==> src/rtl/ft_pkg.sv <==
// Shared types and constants for the fault-tolerance recovery engine.
package ft_pkg;

    typedef enum logic [2:0] {
        FT_REC_IDLE,
        FT_REC_COPY,
        FT_REC_DRAIN,
        FT_REC_PC,
        FT_REC_DONE
    } ft_rec_state_e;

    // x0 is hard-wired zero in the cores, so copying starts at x1.
    localparam int unsigned FT_REG_FIRST = 1;

    // States in which a drop of the controller's recovering phase is an abort.
    function automatic logic ft_rec_active(input ft_rec_state_e s);
        return (s == FT_REC_COPY) || (s == FT_REC_DRAIN) || (s == FT_REC_PC);
    endfunction

endpackage

==> src/rtl/ft_recovery_if.sv <==
// Register-file and PC debug-port bundle between the recovery engine and the cores.
interface ft_recovery_if #(
    parameter int DATA_WIDTH = 32,
    parameter int ADDR_WIDTH = 5
);
    logic [ADDR_WIDTH-1:0] rf_raddr_o;
    logic [DATA_WIDTH-1:0] rf_rdata_i;
    logic                  rf_we_o;
    logic [ADDR_WIDTH-1:0] rf_waddr_o;
    logic [DATA_WIDTH-1:0] rf_wdata_o;
    logic [DATA_WIDTH-1:0] pc_i;
    logic                  pc_we_o;
    logic [DATA_WIDTH-1:0] pc_o;

    // Recovery engine side.
    modport master (
        output rf_raddr_o,
        input  rf_rdata_i,
        output rf_we_o,
        output rf_waddr_o,
        output rf_wdata_o,
        input  pc_i,
        output pc_we_o,
        output pc_o
    );

    // Core debug-port side.
    modport slave (
        input  rf_raddr_o,
        output rf_rdata_i,
        input  rf_we_o,
        input  rf_waddr_o,
        input  rf_wdata_o,
        output pc_i,
        input  pc_we_o,
        input  pc_o
    );

endinterface

==> src/rtl/ft_recovery.sv <==
// Recovery engine: copies x1..x(NREGS-1) from the source core into the destination core,
// optionally restores the PC (macro FT_PC_RESTORE_EN), then holds done until the controller releases it.
module ft_recovery
    import ft_pkg::*;
#(
    parameter int NREGS      = 32,
    parameter int DATA_WIDTH = 32,
    parameter int ADDR_WIDTH = 5
) (
    input  logic          clk_i,
    input  logic          rst_ni,
    input  logic          recover_i,
    input  logic          recovering_i,
    output logic          busy_o,
    output logic          recovery_done_o,
    ft_recovery_if.master rf_bus
);

    localparam logic [ADDR_WIDTH-1:0] FIRST_ADDR = ADDR_WIDTH'(FT_REG_FIRST);
    localparam logic [ADDR_WIDTH-1:0] LAST_ADDR  = ADDR_WIDTH'(NREGS - 1);

    ft_rec_state_e         r_state;
    ft_rec_state_e         w_state_next;
    logic [ADDR_WIDTH-1:0] r_cnt;
    logic [ADDR_WIDTH-1:0] w_cnt_next;
    logic                  r_recover_q;
    logic                  w_start;
    logic                  w_abort;
    logic                  w_issue;

    logic                  r_rd_vld;
    logic [ADDR_WIDTH-1:0] r_rd_addr;
    logic                  r_we;
    logic [ADDR_WIDTH-1:0] r_waddr;
    logic [DATA_WIDTH-1:0] r_wdata;
    logic                  r_busy;
    logic                  r_done;

    // Only a rising request starts a transaction, so a held level cannot restart after DONE.
    assign w_start = recover_i & ~r_recover_q;
    assign w_abort = ft_rec_active(r_state) & ~recovering_i;

    always_ff @(posedge clk_i or negedge rst_ni) begin
        if (!rst_ni) begin
            r_state     <= FT_REC_IDLE;
            r_cnt       <= '0;
            r_recover_q <= 1'b0;
        end else begin
            r_state     <= w_state_next;
            r_cnt       <= w_cnt_next;
            r_recover_q <= recover_i;
        end
    end

    always_comb begin
        w_state_next = r_state;
        w_cnt_next   = r_cnt;
        w_issue      = 1'b0;
        case (r_state)
            FT_REC_IDLE: begin
                if (w_start) begin
                    w_state_next = FT_REC_COPY;
                    w_cnt_next   = FIRST_ADDR;
                end
            end
            FT_REC_COPY: begin
                w_issue = 1'b1;
                // Hold the counter on the last address so it never wraps back onto x0.
                if (r_cnt == LAST_ADDR) begin
                    w_state_next = FT_REC_DRAIN;
                end else begin
                    w_cnt_next = r_cnt + 1'b1;
                end
            end
            FT_REC_DRAIN: begin
`ifdef FT_PC_RESTORE_EN
                w_state_next = FT_REC_PC;
`else
                w_state_next = FT_REC_DONE;
`endif
            end
            FT_REC_PC: begin
                w_state_next = FT_REC_DONE;
            end
            FT_REC_DONE: begin
                if (!recovering_i) begin
                    w_state_next = FT_REC_IDLE;
                end
            end
            default: begin
                w_state_next = FT_REC_IDLE;
            end
        endcase
        if (w_abort) begin
            w_state_next = FT_REC_IDLE;
            w_issue      = 1'b0;
        end
        if (w_state_next == FT_REC_IDLE) begin
            w_cnt_next = '0;
        end
    end

    // Write stage trails the read by one cycle: source data arrives the cycle after its address.
    always_ff @(posedge clk_i or negedge rst_ni) begin
        if (!rst_ni) begin
            r_rd_vld  <= 1'b0;
            r_rd_addr <= '0;
            r_we      <= 1'b0;
            r_waddr   <= '0;
            r_wdata   <= '0;
            r_busy    <= 1'b0;
            r_done    <= 1'b0;
        end else begin
            r_rd_vld  <= w_issue;
            r_rd_addr <= r_cnt;
            r_we      <= r_rd_vld & ~w_abort;
            if (r_rd_vld && !w_abort) begin
                r_waddr <= r_rd_addr;
                r_wdata <= rf_bus.rf_rdata_i;
            end
            r_busy    <= (r_state != FT_REC_IDLE);
            r_done    <= (r_state == FT_REC_DONE);
        end
    end

    assign rf_bus.rf_raddr_o = r_cnt;
    assign rf_bus.rf_we_o    = r_we;
    assign rf_bus.rf_waddr_o = r_waddr;
    assign rf_bus.rf_wdata_o = r_wdata;
    assign busy_o            = r_busy;
    assign recovery_done_o   = r_done;

`ifdef FT_PC_RESTORE_EN
    logic                  r_pc_we;
    logic [DATA_WIDTH-1:0] r_pc;

    always_ff @(posedge clk_i or negedge rst_ni) begin
        if (!rst_ni) begin
            r_pc_we <= 1'b0;
            r_pc    <= '0;
        end else begin
            r_pc_we <= (r_state == FT_REC_PC) & ~w_abort;
            if ((r_state == FT_REC_PC) && !w_abort) begin
                r_pc <= rf_bus.pc_i;
            end
        end
    end

    assign rf_bus.pc_we_o = r_pc_we;
    assign rf_bus.pc_o    = r_pc;
`else
    logic w_pc_unused;

    assign w_pc_unused    = ^rf_bus.pc_i;
    assign rf_bus.pc_we_o = 1'b0;
    assign rf_bus.pc_o    = '0;
`endif

endmodule
==> src/flat_wrapper.sv <==
// flat-port wrapper written by rule: the top's interface ports become plain ports
module ft_recovery_flat import ft_pkg::*;
#(
    parameter int NREGS      = 32,
    parameter int DATA_WIDTH = 32,
    parameter int ADDR_WIDTH = 5
)
  (clk_i, rst_ni, recover_i, recovering_i, busy_o, recovery_done_o, rf_bus_rf_raddr_o, rf_bus_rf_rdata_i, rf_bus_rf_we_o, rf_bus_rf_waddr_o, rf_bus_rf_wdata_o, rf_bus_pc_i, rf_bus_pc_we_o, rf_bus_pc_o);
  ft_recovery_if #(.DATA_WIDTH(DATA_WIDTH), .ADDR_WIDTH(ADDR_WIDTH)) rf_bus_i ();
  input  logic clk_i;
  input  logic rst_ni;
  input  logic recover_i;
  input  logic recovering_i;
  output logic busy_o;
  output logic recovery_done_o;
  output wire logic [$bits(rf_bus_i.rf_raddr_o)-1:0] rf_bus_rf_raddr_o;
  input wire logic [$bits(rf_bus_i.rf_rdata_i)-1:0] rf_bus_rf_rdata_i;
  output wire logic [$bits(rf_bus_i.rf_we_o)-1:0] rf_bus_rf_we_o;
  output wire logic [$bits(rf_bus_i.rf_waddr_o)-1:0] rf_bus_rf_waddr_o;
  output wire logic [$bits(rf_bus_i.rf_wdata_o)-1:0] rf_bus_rf_wdata_o;
  input wire logic [$bits(rf_bus_i.pc_i)-1:0] rf_bus_pc_i;
  output wire logic [$bits(rf_bus_i.pc_we_o)-1:0] rf_bus_pc_we_o;
  output wire logic [$bits(rf_bus_i.pc_o)-1:0] rf_bus_pc_o;
  assign rf_bus_rf_raddr_o = rf_bus_i.rf_raddr_o;
  assign rf_bus_i.rf_rdata_i = rf_bus_rf_rdata_i;
  assign rf_bus_rf_we_o = rf_bus_i.rf_we_o;
  assign rf_bus_rf_waddr_o = rf_bus_i.rf_waddr_o;
  assign rf_bus_rf_wdata_o = rf_bus_i.rf_wdata_o;
  assign rf_bus_i.pc_i = rf_bus_pc_i;
  assign rf_bus_pc_we_o = rf_bus_i.pc_we_o;
  assign rf_bus_pc_o = rf_bus_i.pc_o;
  ft_recovery #(.NREGS(NREGS), .DATA_WIDTH(DATA_WIDTH), .ADDR_WIDTH(ADDR_WIDTH)) u_core (.clk_i(clk_i), .rst_ni(rst_ni), .recover_i(recover_i), .recovering_i(recovering_i), .busy_o(busy_o), .recovery_done_o(recovery_done_o), .rf_bus(rf_bus_i));
endmodule
==> config.mk <==
export PLATFORM = sky130hd
export DESIGN_NAME = ft_recovery_flat
export DESIGN_NICKNAME = d
export VERILOG_FILES = /design/src/rtl/ft_pkg.sv /design/src/rtl/ft_recovery_if.sv /design/src/rtl/ft_recovery.sv /design/src/flat_wrapper.sv
export SDC_FILE = /design/constraint.sdc
export NUM_CORES = 1
export LEC_CHECK = 0
export BUFFER_PORTS_ARGS = -buffer_cell sky130_fd_sc_hd__buf_4
export CAP_MARGIN = 20
export CELL_PAD_IN_SITES_DETAIL_PLACEMENT = 0
export CELL_PAD_IN_SITES_GLOBAL_PLACEMENT = 1
export CORE_UTILIZATION = 29
export DETAILED_ROUTE_END_ITERATION = 12
export GPL_TIMING_DRIVEN = 0
export PLACE_DENSITY = 0.78
export SYNTH_ARGS = -nofsm -noshare
export SYNTH_HDL_FRONTEND = slang
export SYNTH_SLANG_ARGS = --single-unit
==> constraint.sdc <==
create_clock -name clk_i -period 1.85 [get_ports clk_i]
set_input_delay 0.37 -clock clk_i [delete_from_list [all_inputs] [get_ports clk_i]]
set_output_delay 0.37 -clock clk_i [all_outputs]
set_load 0.01 [all_outputs]
==> run summary <==
max-cap viol count -> 0
mapped cell area -> 0.002343 sq mm
chip height -> 91.90 um
CTS tree -> done
fmax -> 564.2 MHz
GPL Wtd Cong -> 0.7354
DRC -> 0
first-pass GRT wire length -> 6789 um
final core occ -> 0.4309
CTS root buf -> clkbuf_8
FP Rows -> 32
sw frac -> 0.2747
crit end category -> flop
largest net degree at the start of global routing -> 56
register bit count reported by yosys -> 55
DR WL/cell -> 10.90 um
vias -> 1,489
H-tree Lvls -> 2
count of final setup violators -> 0
Worst Max-Slew Pin Slew -> 0.6640 ns
Critical Path Start Type -> flop
most instantiated cells after synthesis -> dfrtp_1 (55), buf_4 (34), mux2_1 (19), mux2_2 (18), a22o_1 (3)
P per Cell Area -> 943.1 mW/mm^2
Clock Latency Late Sink -> 0.30 ns
Period minus WS final -> 1.772 ns
Final nets -> 352
vias per inst -> 3.868
Top FF cell, synth -> dfrtp_1
largest cells by area after synthesis -> dfrtp_1 (59%), buf_4 (11%), mux2_1 (9.1%), mux2_2 (8.6%), a22o_1 (1.1%)
final max-slew violation count -> 0
FF-to-FF setup slack -> 0.08 ns
worst reg2reg path endpoint -> u_core.rf_bus.rf_raddr_o[2]$_DFFE_PN0P_
area grow syn2layout -> 42.82%
post-route ant nets -> 0
WP data arrival -> 1.96 ns
Clock Skew -> 0.005988 ns
IO buf count -> 80
VDD IR max -> 0.3203 mV
Iter 0 DRT Violations -> 40
number of flops mapped to enable cells by yosys -> 0
sequential fraction of the synthesis area -> 0.5873
grt total ovfl -> 0
CTS Buffer Depth -> 2
vias in the first global route -> 1,438
synth warn -> 0
placed instance area -> 0.003192 sq mm
GRT Util Overall -> 0.1029
clock sinks -> 55
Diodes inserted -> 0
Critical Path RT -> 2.04 ns
Synth area leader -> dfrtp_1
CP max FO -> 6
Clock Power Share -> 0.217
Core ar. -> 0.007767 sq mm
area share of the largest cell type after synthesis -> 0.5873
Syn Area/Cell -> 14.56 sq um
Die X -> 91.90 um
DP Worst Slack -> -0.04834 ns
placed insts -> 375
max-slew headroom at the worst pin -> 0.5573
count leader, synth -> dfrtp_1
Design Area, Final -> 0.003347 sq mm
hold buffers post-CTS -> 0
RSZ-0062 raised after global routing -> false
Finished Layout Cells -> 385
Synth Instances -> 161
total wire length -> 4195 um
Hold WC Path Type -> input pin to async pin
critical path type -> flop to flop
Pwr Total -> 3.156 mW
library cells used by synthesis -> 32
antenna violations before repair -> 0
cell-internal power -> 2.289 mW
Period Utilization, post-route -> 0.9581
final worst slack -> 0.07750 ns
P_sw -> 0.8669 mW
register share of total power -> 0.493
Worst-path clk slew -> 0.09 ns
length in cells of the worst reg-to-reg path -> 6
die area -> 0.008445 sq mm
Static Leakage -> 1.732 nW
TNS Setup -> 0 ns
share of cells above drive strength 1 -> 0.5442
status -> completed
Gate power share -> 0.290
Initial Utilization -> 0.3017
final hold viol count -> 0
I/O pin count -> 146
cts bufs inserted -> 5
Min Hold Slack -> 0.09450 ns
HPWL Detailed -> 3081 um
Reg2Reg Launch Point -> u_core.rf_bus.rf_raddr_o[1]$_DFFE_PN0P_
FFs w/ async S/R, synth -> 1.000
1st-pass router iterations -> 3
[per-layer routing]
layer  routed length (um)  global-route usage  share of wire  vias to the layer above
met4                   80             0.04427          0.019                        0
li1                     -                   -              -                      728
met5                    0                   0              0                        -
met3                  435             0.03814           0.10                        9
met2                 1889              0.1667           0.45                       87
met1                 1790              0.1222           0.43                      665
[sequential cells by signal, indices dropped and copies added, names as in the netlist]
signal and flops:
u_core.rf_bus.rf_waddr_o 5, u_core.busy_o 1, u_core.recovery_done_o 1, u_core.r_rd_vld 1
u_core.r_recover_q 1, u_core.rf_bus.rf_wdata_o 32, u_core.r_state 3, u_core.rf_bus.rf_we_o 1
u_core.r_rd_addr 5, u_core.rf_bus.rf_raddr_o 5
[final cells by class]
cell class | instances | area, sq um
clock buffer | 6 | 82.58
fill | 713 | 4420
multi-input combinational | 99 | 825.8
clock inverter | 2 | 16.27
tap | 102 | 127.6
buffer | 37 | 292.8
sequential | 55 | 1379
timing repair buffer | 82 | 615.6
inverter | 2 | 7.507
[cell families (layout without fill, tap and decap cells)]
family,count (synthesis),count (layout),synth area share
AND/OR/NAND/NOR,17,17,0.04859
buffers and inverters,39,129,0.1281
other,1,33,0.001600
multiplexers,37,37,0.1778
AO/OA/AOI/OAI,10,10,0.04591
flip-flops,55,55,0.5873
adder cells (fa/ha/maj),2,2,0.01068
[how the worst max path moves through the flow]
stage | start | slack [ns] | end | cells past startpoint
floorplan | u_core.rf_bus.rf_raddr_o[0]$_DFFE_PN0P_ | 0.06 | u_core.rf_bus.rf_raddr_o[2]$_DFFE_PN0P_ | 6
detailed placement | u_core.rf_bus.rf_raddr_o[0]$_DFFE_PN0P_ | -0.05 | u_core.rf_bus.rf_raddr_o[2]$_DFFE_PN0P_ | 6
CTS | u_core.rf_bus.rf_raddr_o[0]$_DFFE_PN0P_ | 0.04 | u_core.rf_bus.rf_raddr_o[2]$_DFFE_PN0P_ | 6
global route | u_core.rf_bus.rf_raddr_o[1]$_DFFE_PN0P_ | 0.008 | u_core.rf_bus.rf_raddr_o[2]$_DFFE_PN0P_ | 6
global placement | u_core.rf_bus.rf_raddr_o[0]$_DFFE_PN0P_ | -0.03 | u_core.rf_bus.rf_raddr_o[2]$_DFFE_PN0P_ | 6
finish | u_core.rf_bus.rf_raddr_o[1]$_DFFE_PN0P_ | 0.08 | u_core.rf_bus.rf_raddr_o[2]$_DFFE_PN0P_ | 6
[worst max-delay path, stage by stage, from the launching register on]
cell       delay [ns]
dfrtp_2          0.45
ha_2             0.19
and3_1           0.21
ha_4             0.19
a21oi_4          0.17
o2bb2ai_4        0.11
a221o_1          0.35
[power by group through the flow]
stage          sequential, mW  clock [mW]  combinational, mW
3_3_place_gp             1.58           0              0.908
6_report                 1.56       0.684              0.916
4_1_cts                  1.56       0.715              0.919
2_1_floorplan            1.69           0              0.316
5_1_grt                  1.59       0.777              0.987
3_5_place_dp             1.59           0              0.919
[repair_timing]
item / 4_1_cts / 5_1_grt
pin swaps: 0 / 1
setup endpoints to repair: 2 / 1
setup buffers: 0 / 2
gates resized for setup: 3 / 5
cloned: 0 / 0
[cells in the final DEF (no fill, tap or decap), types with 2 or more instances in the layout]
master	instances
a22o_1	3
and2_1	2
buf_4	116
clkbuf_8	6
a221o_1	2
inv_1	2
dfrtp_2	2
dfrtp_1	53
mux2_1	19
buf_6	2
conb_1	33
mux2_2	18
No activity file was read; power rests on OpenSTA's default activity.
